[src/rtl/pd_window_counter.sv]
`default_nettype none
// ============================================================================
// Module   : pd_window_counter
// Purpose  : Counts rising edges of the sequence-detector output `pd` over
//            fixed windows of WIN_LEN cycles and publishes each window's count
//            through a valid/ready output register. Raises a one-cycle alarm
//            when a window count reaches THRESH, keeps a wrapping 16-bit total
//            of counted events, and flags results dropped while the sink stalls.
// Ports    : clk        - clock, all state updates on rising edge
//            rst        - asynchronous active-low reset
//            pd         - detector level; one event per 0->1 transition
//            en         - counting enable (IDLE <-> RUN)
//            win_ready  - sink accepts the result
//            ovr_clr    - synchronous clear of overrun
//            win_valid  - win_cnt holds an unconsumed result
//            win_cnt    - count of the completed window (saturating)
//            alarm      - one-cycle pulse after a close with result >= THRESH
//            overrun    - sticky, set when a result is dropped
//            total_cnt  - wrapping count of all events counted in RUN
// Revision : 1.0 - initial release
// ============================================================================
module pd_window_counter #(
    parameter int WIN_LEN = 32,
    parameter int CNT_W   = 6,
    parameter int THRESH  = 3
) (
    input  logic             clk,
    input  logic             rst,
    input  logic             pd,
    input  logic             en,
    input  logic             win_ready,
    input  logic             ovr_clr,
    output logic             win_valid,
    output logic [CNT_W-1:0] win_cnt,
    output logic             alarm,
    output logic             overrun,
    output logic [15:0]      total_cnt
);

    localparam int               c_TW      = (WIN_LEN > 2) ? $clog2(WIN_LEN) : 1;
    localparam logic [c_TW-1:0]  c_LAST    = c_TW'(WIN_LEN - 1);
    localparam logic [CNT_W-1:0] c_CNT_MAX = '1;
    localparam logic [31:0]      c_THRESH  = THRESH;

    localparam logic [0:0] c_IDLE = 1'b0;
    localparam logic [0:0] c_RUN  = 1'b1;

    logic [0:0]       r_state;
    logic [0:0]       w_state_nxt;
    logic             r_pd_q;
    logic [c_TW-1:0]  r_timer;
    logic [CNT_W-1:0] r_wcnt;
    logic             r_win_valid;
    logic [CNT_W-1:0] r_win_cnt;
    logic             r_alarm;
    logic             r_overrun;
    logic [15:0]      r_total;

    logic             w_edge;
    logic             w_run_step;
    logic             w_close;
    logic [CNT_W-1:0] w_cnt_inc;
    logic [CNT_W-1:0] w_result;
    logic             w_hs;
    logic             w_load;
    logic             w_drop;
    logic             w_over_thr;

    // ------------------------------------------------------------------
    // State register and next-state logic
    // ------------------------------------------------------------------
    always_ff @(posedge clk or negedge rst) begin
        if (!rst) begin
            r_state <= c_IDLE;
        end else begin
            r_state <= w_state_nxt;
        end
    end

    always_comb begin
        w_state_nxt = r_state;
        case (r_state)
            c_IDLE:  if (en)  w_state_nxt = c_RUN;
            c_RUN:   if (!en) w_state_nxt = c_IDLE;
            default: w_state_nxt = c_IDLE;
        endcase
    end

    // ------------------------------------------------------------------
    // Datapath decode
    // ------------------------------------------------------------------
    assign w_edge     = pd & ~r_pd_q;
    // Only a RUN cycle that stays in RUN advances the window; dropping en
    // aborts the partial window, so its closing edge never counts.
    assign w_run_step = (r_state == c_RUN) & en;
    assign w_close    = w_run_step & (r_timer == c_LAST);
    assign w_cnt_inc  = (r_wcnt == c_CNT_MAX) ? c_CNT_MAX : (r_wcnt + CNT_W'(1));
    // The edge on the closing cycle belongs to the closing window.
    assign w_result   = w_edge ? w_cnt_inc : r_wcnt;
    assign w_over_thr = (32'(w_result) >= c_THRESH);

    assign w_hs       = r_win_valid & win_ready;
    // A full register can still accept when it is being drained this cycle.
    assign w_load     = w_close & (~r_win_valid | win_ready);
    assign w_drop     = w_close & r_win_valid & ~win_ready;

    // ------------------------------------------------------------------
    // Sequential datapath
    // ------------------------------------------------------------------
    always_ff @(posedge clk or negedge rst) begin
        if (!rst) begin
            r_pd_q      <= 1'b0;
            r_timer     <= '0;
            r_wcnt      <= '0;
            r_win_valid <= 1'b0;
            r_win_cnt   <= '0;
            r_alarm     <= 1'b0;
            r_overrun   <= 1'b0;
            r_total     <= '0;
        end else begin
            r_pd_q <= pd;

            if (!w_run_step || w_close) begin
                r_timer <= '0;
                r_wcnt  <= '0;
            end else begin
                r_timer <= r_timer + c_TW'(1);
                if (w_edge) begin
                    r_wcnt <= w_cnt_inc;
                end
            end

            if (w_run_step && w_edge) begin
                r_total <= r_total + 16'd1;
            end

            if (w_load) begin
                r_win_valid <= 1'b1;
                r_win_cnt   <= w_result;
            end else if (w_hs) begin
                r_win_valid <= 1'b0;
            end

            // Alarm reflects the window result even when it is dropped.
            r_alarm <= w_close & w_over_thr;

            if (w_drop) begin
                r_overrun <= 1'b1;
            end else if (ovr_clr) begin
                r_overrun <= 1'b0;
            end
        end
    end

    assign win_valid = r_win_valid;
    assign win_cnt   = r_win_cnt;
    assign alarm     = r_alarm;
    assign overrun   = r_overrun;
    assign total_cnt = r_total;

endmodule
`default_nettype wire

[config.mk]
export PLATFORM = sky130hd
export DESIGN_NAME = pd_window_counter
export DESIGN_NICKNAME = d
export VERILOG_FILES = /design/src/rtl/pd_window_counter.sv
export SDC_FILE = /design/constraint.sdc
export NUM_CORES = 1
export LEC_CHECK = 0
export CORE_UTILIZATION = 40
export DETAILED_ROUTE_END_ITERATION = 8
export DONT_BUFFER_PORTS = 1
export HOLD_SLACK_MARGIN = 0.08
export PLACE_DENSITY = 0.65
export SLEW_MARGIN = 30
export SYNTH_ARGS = -nofsm -noshare
export SYNTH_HDL_FRONTEND = slang
export SYNTH_SLANG_ARGS = --single-unit
[constraint.sdc]
create_clock -name clk -period 2.84 [get_ports clk]
set_input_delay 0.71 -clock clk [delete_from_list [all_inputs] [get_ports clk]]
set_output_delay 0.71 -clock clk [all_outputs]
set_load 0.02 [all_outputs]
# Yosys cells after proc, flatten, opt, wreduce, memory -nomap -nowiden

Cells that the tools add are included.

Register bits: 38
Output and inout bits: 25

Add/sub/neg operators: 3
Equal/unequal tests: 2
Bitwise logic cells: 12
Multiplexer cells: 9
$lt $le $gt $ge: 1
Reduce and logical (&&, ||, !) cells: 5

Operator list:

| kind                  | count |
|---|---|
| $mux 6                | 3 |
| $add 16x1->16 const B | 1 |
| $and 1x1->1           | 8 |
| $add 6x1->6 const B   | 1 |
| $eq 6x6->1 const B    | 1 |
| $ge 6x2->1 const B    | 1 |
| $add 5x1->5 const B   | 1 |
| $eq 5x5->1 const B    | 1 |
| $mux 1                | 5 |
| $mux 5                | 1 |
| $reduce_bool 2->1     | 2 |
| $not 1->1             | 3 |
| $logic_and 1x1->1     | 1 |
| $logic_not 1->1       | 1 |
| $logic_or 1x1->1      | 1 |
| $or 1x1->1            | 1 |

# Depth between registers and ports, before layout

Depth after elaboration: 5
Depth in mapped cells: 8

# Worst setup path after synthesis

No wires, ideal clock.

Kind: register to register
Start: register r_timer[0]
End: register r_win_cnt[0] (netlist: win_cnt[0])
Period minus slack after synthesis: 1.661 ns
Required time: 2.708 ns
Library setup time: 0.132 ns
Data arrival time: 1.529 ns
Path slack: 1.179 ns
Buffers on the path: 1
Stages on the path, launching flop included: 8
Cells stage by stage: dfrtp_1 > ha_1 > and3_1 > ha_1 > nand3_1 > nand2b_1 > clkbuf_1 > o21ai_0

Longest elaborated chain between the ends: 3

Ends and longest elaborated chain:

| what                   | RTL line | RTL |
|---|---|---|
| start, declared        | 51       | `logic [c_TW-1:0] r_timer;` |
| start signal, assigned | 127      | `r_timer <= r_timer + c_TW'(1);` |
| $eq 5x5->1             | 96       | `assign w_close = w_run_step & (r_timer == c_LAST);` |
| $and 1x1->1            | 96       |  |
| $and 1x1->1            | 104      | `assign w_load = w_close & (~r_win_valid \| win_ready);` |
| end signal, assigned   | 139      | `r_win_cnt <= w_result;` |
| end, declared          | 54       | `logic [CNT_W-1:0] r_win_cnt;` |

No other way between the ends.
A chain may end at the register's enable or synchronous reset.

# Worst setup path after layout

Start: register r_timer[0]
End: register r_win_cnt[1] (netlist: win_cnt[1])

The elaborated chain is that of the path after synthesis.

==> reports/qor.tcl <==
set qor(hold_ws_ns) 0.1090
set qor(finalNonFillerCells) 210
set qor(yosysWarningCount) 0
set qor(ys_dominant_reg_cell) {sky130_fd_sc_hd__dfrtp_1}
set qor(num-nets-final) 169
set qor(worstSetupPathType) {reg2reg}
set qor(floorplan.rows) 23
set qor(pin_count) 31
set qor(post_route_cells_drive_above_1_share_pct) 10.63
set qor(postRouteWirelength_um) 3128
set qor(cts_max_level) 2
set qor(initial_core_util_pct) 42.63
set qor(layout_min_cycle_time_ns) 1.752
set qor(setup_total_negative_slack_ns) 0
set qor(grt.overflow.total) 0
set qor(worst_skew_pair.late_latency_ns) 0.29
set qor(port_buffers) 0
set qor(critPathRequiredTime_ns) 2.99
set qor(layout-area-overhead-vs-synth_pct) 6.848
set qor(gp_congestion) 0.8354
set qor(grt_setup_unrepaired) {no}
set qor(asyncSetResetFlopFracSynth_pct) 100.0
set qor(number_of_antenna_violations_at_the_first_check_in_global_routing) 0
set qor(dpl_cell_area_mm2) 0.001783
set qor(antenna_cells) 0
set qor(max-slew-margin-rel_pct) 69.35
set qor(crit_chain) {ha_1 -> and3_1 -> ha_1 -> nand3_1 -> nand2b_1 -> o21ai_0}
set qor(mean_instance_size_in_the_synthesized_netlist_um2) 11.17
set qor(pwr_density_cell_mw_per_mm2) 581.9
set qor(core_mm2) 0.004115
set qor(post_cts_resized) 0
set qor(number_of_clock_sinks_seen_by_cts) 38
set qor(number_of_drc_markers_in_iteration_0) 72
set qor(timing.critical_path.slowest_cell_delay_ns) 0.40
set qor(static_power_due_to_leakage_nw) 0.8648
set qor(final_min_period_over_clock_period_pct) 61.69
set qor(dr.pass1.iters) 4
set qor(final_antenna_net_count) 0
set qor(drt-wirelength-per-cell_um) 14.90
set qor(tritoncts) {built}
set qor(root_buffer) {sky130_fd_sc_hd__clkbuf_8}
set qor(syn-cell-area_mm2) 0.001754
set qor(grt_max_degree) 39
set qor(cts_buffer_depth) 2
set qor(place_hpwl_um) 2277
set qor(final-setup-viol-count) 0
set qor(place.detailed.instances) 202
set qor(endpoint_kind) {flop}
set qor(die-width_um) 68.22
set qor(detailroute.via_count) 1149
set qor(synth_edf_count) 0
set qor(fin_skew_ns) 0.008960
set qor(max-vdd-ir-drop_mv) 0.3073
set qor(worstHoldPathType) {in2async}
set qor(cp.arrival_ns) 1.90
set qor(cts-buffers-inserted) 5
set qor(first_global_vias) 1064
set qor(timing_worst_slew_pin_value_ns) 0.4583
set qor(cpMaxStageDelayCell) {sky130_fd_sc_hd__dfrtp_1}
set qor(grt_first_pass_wirelength_um) 5106
set qor(postSynthCellCount) 157
set qor(synth_nets) 167
set qor(ctsHoldBuffers) 0
set qor(status) {finished, final reports clean}
set qor(crit_path_start_kind) {flop}
set qor(die_h_um) 68.22
set qor(synth.lib_cells_used.distinct) 34
set qor(grtUsageTotal_pct) 15.34
set qor(drv_slew) 0
set qor(post_route_cell_area_mm2) 0.001874
set qor(final_util_pct) 45.55
set qor(cpMostUsedCell) {sky130_fd_sc_hd__ha_1}
set qor(vias_per_cell) 5.471
set qor(die_area_mm2) 0.004654
set qor(maxCapViolations) 0
set qor(worst_setup_hold_path_clk_slew_ns) 0.07
set qor(drc_errors) 0
set qor(synth_sequential_area_ratio_pct) 54.21
set qor(synth-seq-cells) 38
set qor(timing_hold_violations_final) 0
set qor(timing.fmax_mhz) 570.8
set qor(post_cts_buffers) 0
set qor(max_fanout_on_critical_path) 12
[power breakdown]
part	internal (mW)	switching, mW	leakage (nW)
Clock	0.196	0.186	0.0482
Sequential	0.568	0.0861	0.504
Combinational	0.0306	0.0240	0.313
[layout by cell type (no fill, tap or decap), types with 2 or more instances in the layout]
| cell type | Yosys | routed |
|---|---|---|
| sky130_fd_sc_hd__dfrtp_1 | 38 | 38 |
| sky130_fd_sc_hd__nor2_1 | 18 | 18 |
| sky130_fd_sc_hd__nand2_1 | 13 | 13 |
| sky130_fd_sc_hd__xor2_1 | 10 | 10 |
| sky130_fd_sc_hd__xnor2_1 | 8 | 8 |
| sky130_fd_sc_hd__nand3_1 | 7 | 7 |
| sky130_fd_sc_hd__inv_1 | 7 | 7 |
| sky130_fd_sc_hd__o21ai_0 | 6 | 6 |
| sky130_fd_sc_hd__clkbuf_8 | 0 | 6 |
| sky130_fd_sc_hd__and3_1 | 4 | 4 |
| sky130_fd_sc_hd__nand2b_1 | 4 | 4 |
| sky130_fd_sc_hd__ha_1 | 4 | 4 |
| sky130_fd_sc_hd__mux2i_1 | 3 | 3 |
| sky130_fd_sc_hd__a21o_1 | 3 | 3 |
| sky130_fd_sc_hd__nand4_1 | 3 | 3 |
| sky130_fd_sc_hd__nor3_1 | 3 | 3 |
| sky130_fd_sc_hd__nand3b_1 | 2 | 2 |
| sky130_fd_sc_hd__and4b_2 | 2 | 2 |
| sky130_fd_sc_hd__a21oi_1 | 2 | 2 |
| sky130_fd_sc_hd__nand3_4 | 2 | 2 |
[cells by family (layout without fill, tap and decap cells)]
logic type,count (synthesis),count (layout),share of synthesized area (%)
simple gates,66,66,22.97
fa+ha+maj,4,4,2.853
mux,4,4,2.354
buf+inv,12,15,3.424
flops,38,38,54.21
compound gates,15,15,5.208
xor+xnor,18,18,8.987
[cell usage after synthesis (4+ instances only)]
| cell | instances | area (um^2) |
|---|---|---|
| sky130_fd_sc_hd__xnor2_1 | 8 | 70.07 |
| sky130_fd_sc_hd__o21ai_0 | 6 | 30.03 |
| sky130_fd_sc_hd__nand2_1 | 13 | 48.80 |
| sky130_fd_sc_hd__ha_1 | 4 | 50.05 |
| sky130_fd_sc_hd__nand2b_1 | 4 | 25.02 |
| sky130_fd_sc_hd__nor2_1 | 18 | 67.56 |
| sky130_fd_sc_hd__xor2_1 | 10 | 87.58 |
| sky130_fd_sc_hd__nand3_1 | 7 | 35.03 |
| sky130_fd_sc_hd__inv_1 | 7 | 26.28 |
| sky130_fd_sc_hd__dfrtp_1 | 38 | 950.9 |
| sky130_fd_sc_hd__and3_1 | 4 | 25.02 |
[layer usage]
| layer | vias up | share of wire [%] | global-route usage (%) | wire length [um] |
|---|---|---|---|---|
| met2 | 29 | 47 | 21.57 | 1463 |
| met1 | 580 | 47 | 20.76 | 1466 |
| met4 | 0 | 1.8 | 6.771 | 56 |
| li1 | 534 | - | - | - |
| met3 | 6 | 4.5 | 5.833 | 141 |
| met5 | - | 0 | 0 | 0 |
[stage by stage]
stage | total power, mW | setup WS [ns]
3_3_place_gp | 0.7171 | 1.049
2_1_floorplan | 0.7046 | 1.179
4_1_cts | 1.102 | 1.072
3_5_place_dp | 0.7218 | 1.019
6_report | 1.091 | 1.088
5_1_grt | 1.138 | 0.8947
[layout make-up]
cell class / instances / area, um^2
clock buffers: 7 / 86.33
clock inverters: 1 / 5.005
fillers: 382 / 2241
inverters: 7 / 26.28
multi-input cells: 107 / 743.2
flip-flops and latches: 38 / 950.9
well taps: 50 / 62.56
[flip-flops by register name (all words and copies together), names as in the netlist]
signal,flops
total_cnt,16
r_wcnt,6
win_cnt,6
r_timer,5
alarm,1
overrun,1
r_pd_q,1
r_state,1
win_valid,1
[path summary, 6_finish.rpt]
check | cells after the start | slack [ns] | end | from
worst max-delay path | 6 | 1.09 | win_cnt[1]$_DFFE_PN0P_ | r_timer[0]$_DFF_PN0_
worst min-delay path | 0 | 0.11 | total_cnt[2]$_DFFE_PN0P_ | rst
worst max register to register | 6 | 1.09 | win_cnt[1]$_DFFE_PN0P_ | r_timer[0]$_DFF_PN0_
worst min register to register | 1 | 0.47 | r_timer[0]$_DFF_PN0_ | r_timer[0]$_DFF_PN0_
max in group asynchronous | 0 | 2.65 | r_timer[3]$_DFF_PN0_ | rst
min in group clk | 0 | 0.45 | r_state$_DFF_PN0_ | en
[critical path: cells and delay by family (launching register included)]
kind | cells | cell delay [ns]
and+or+nand+nor | 3 | 0.68
AOI/OAI and AO/OA | 1 | 0.13
adders and majority gates | 2 | 0.40
DFF | 1 | 0.40
(Power assumes the default switching activity.)
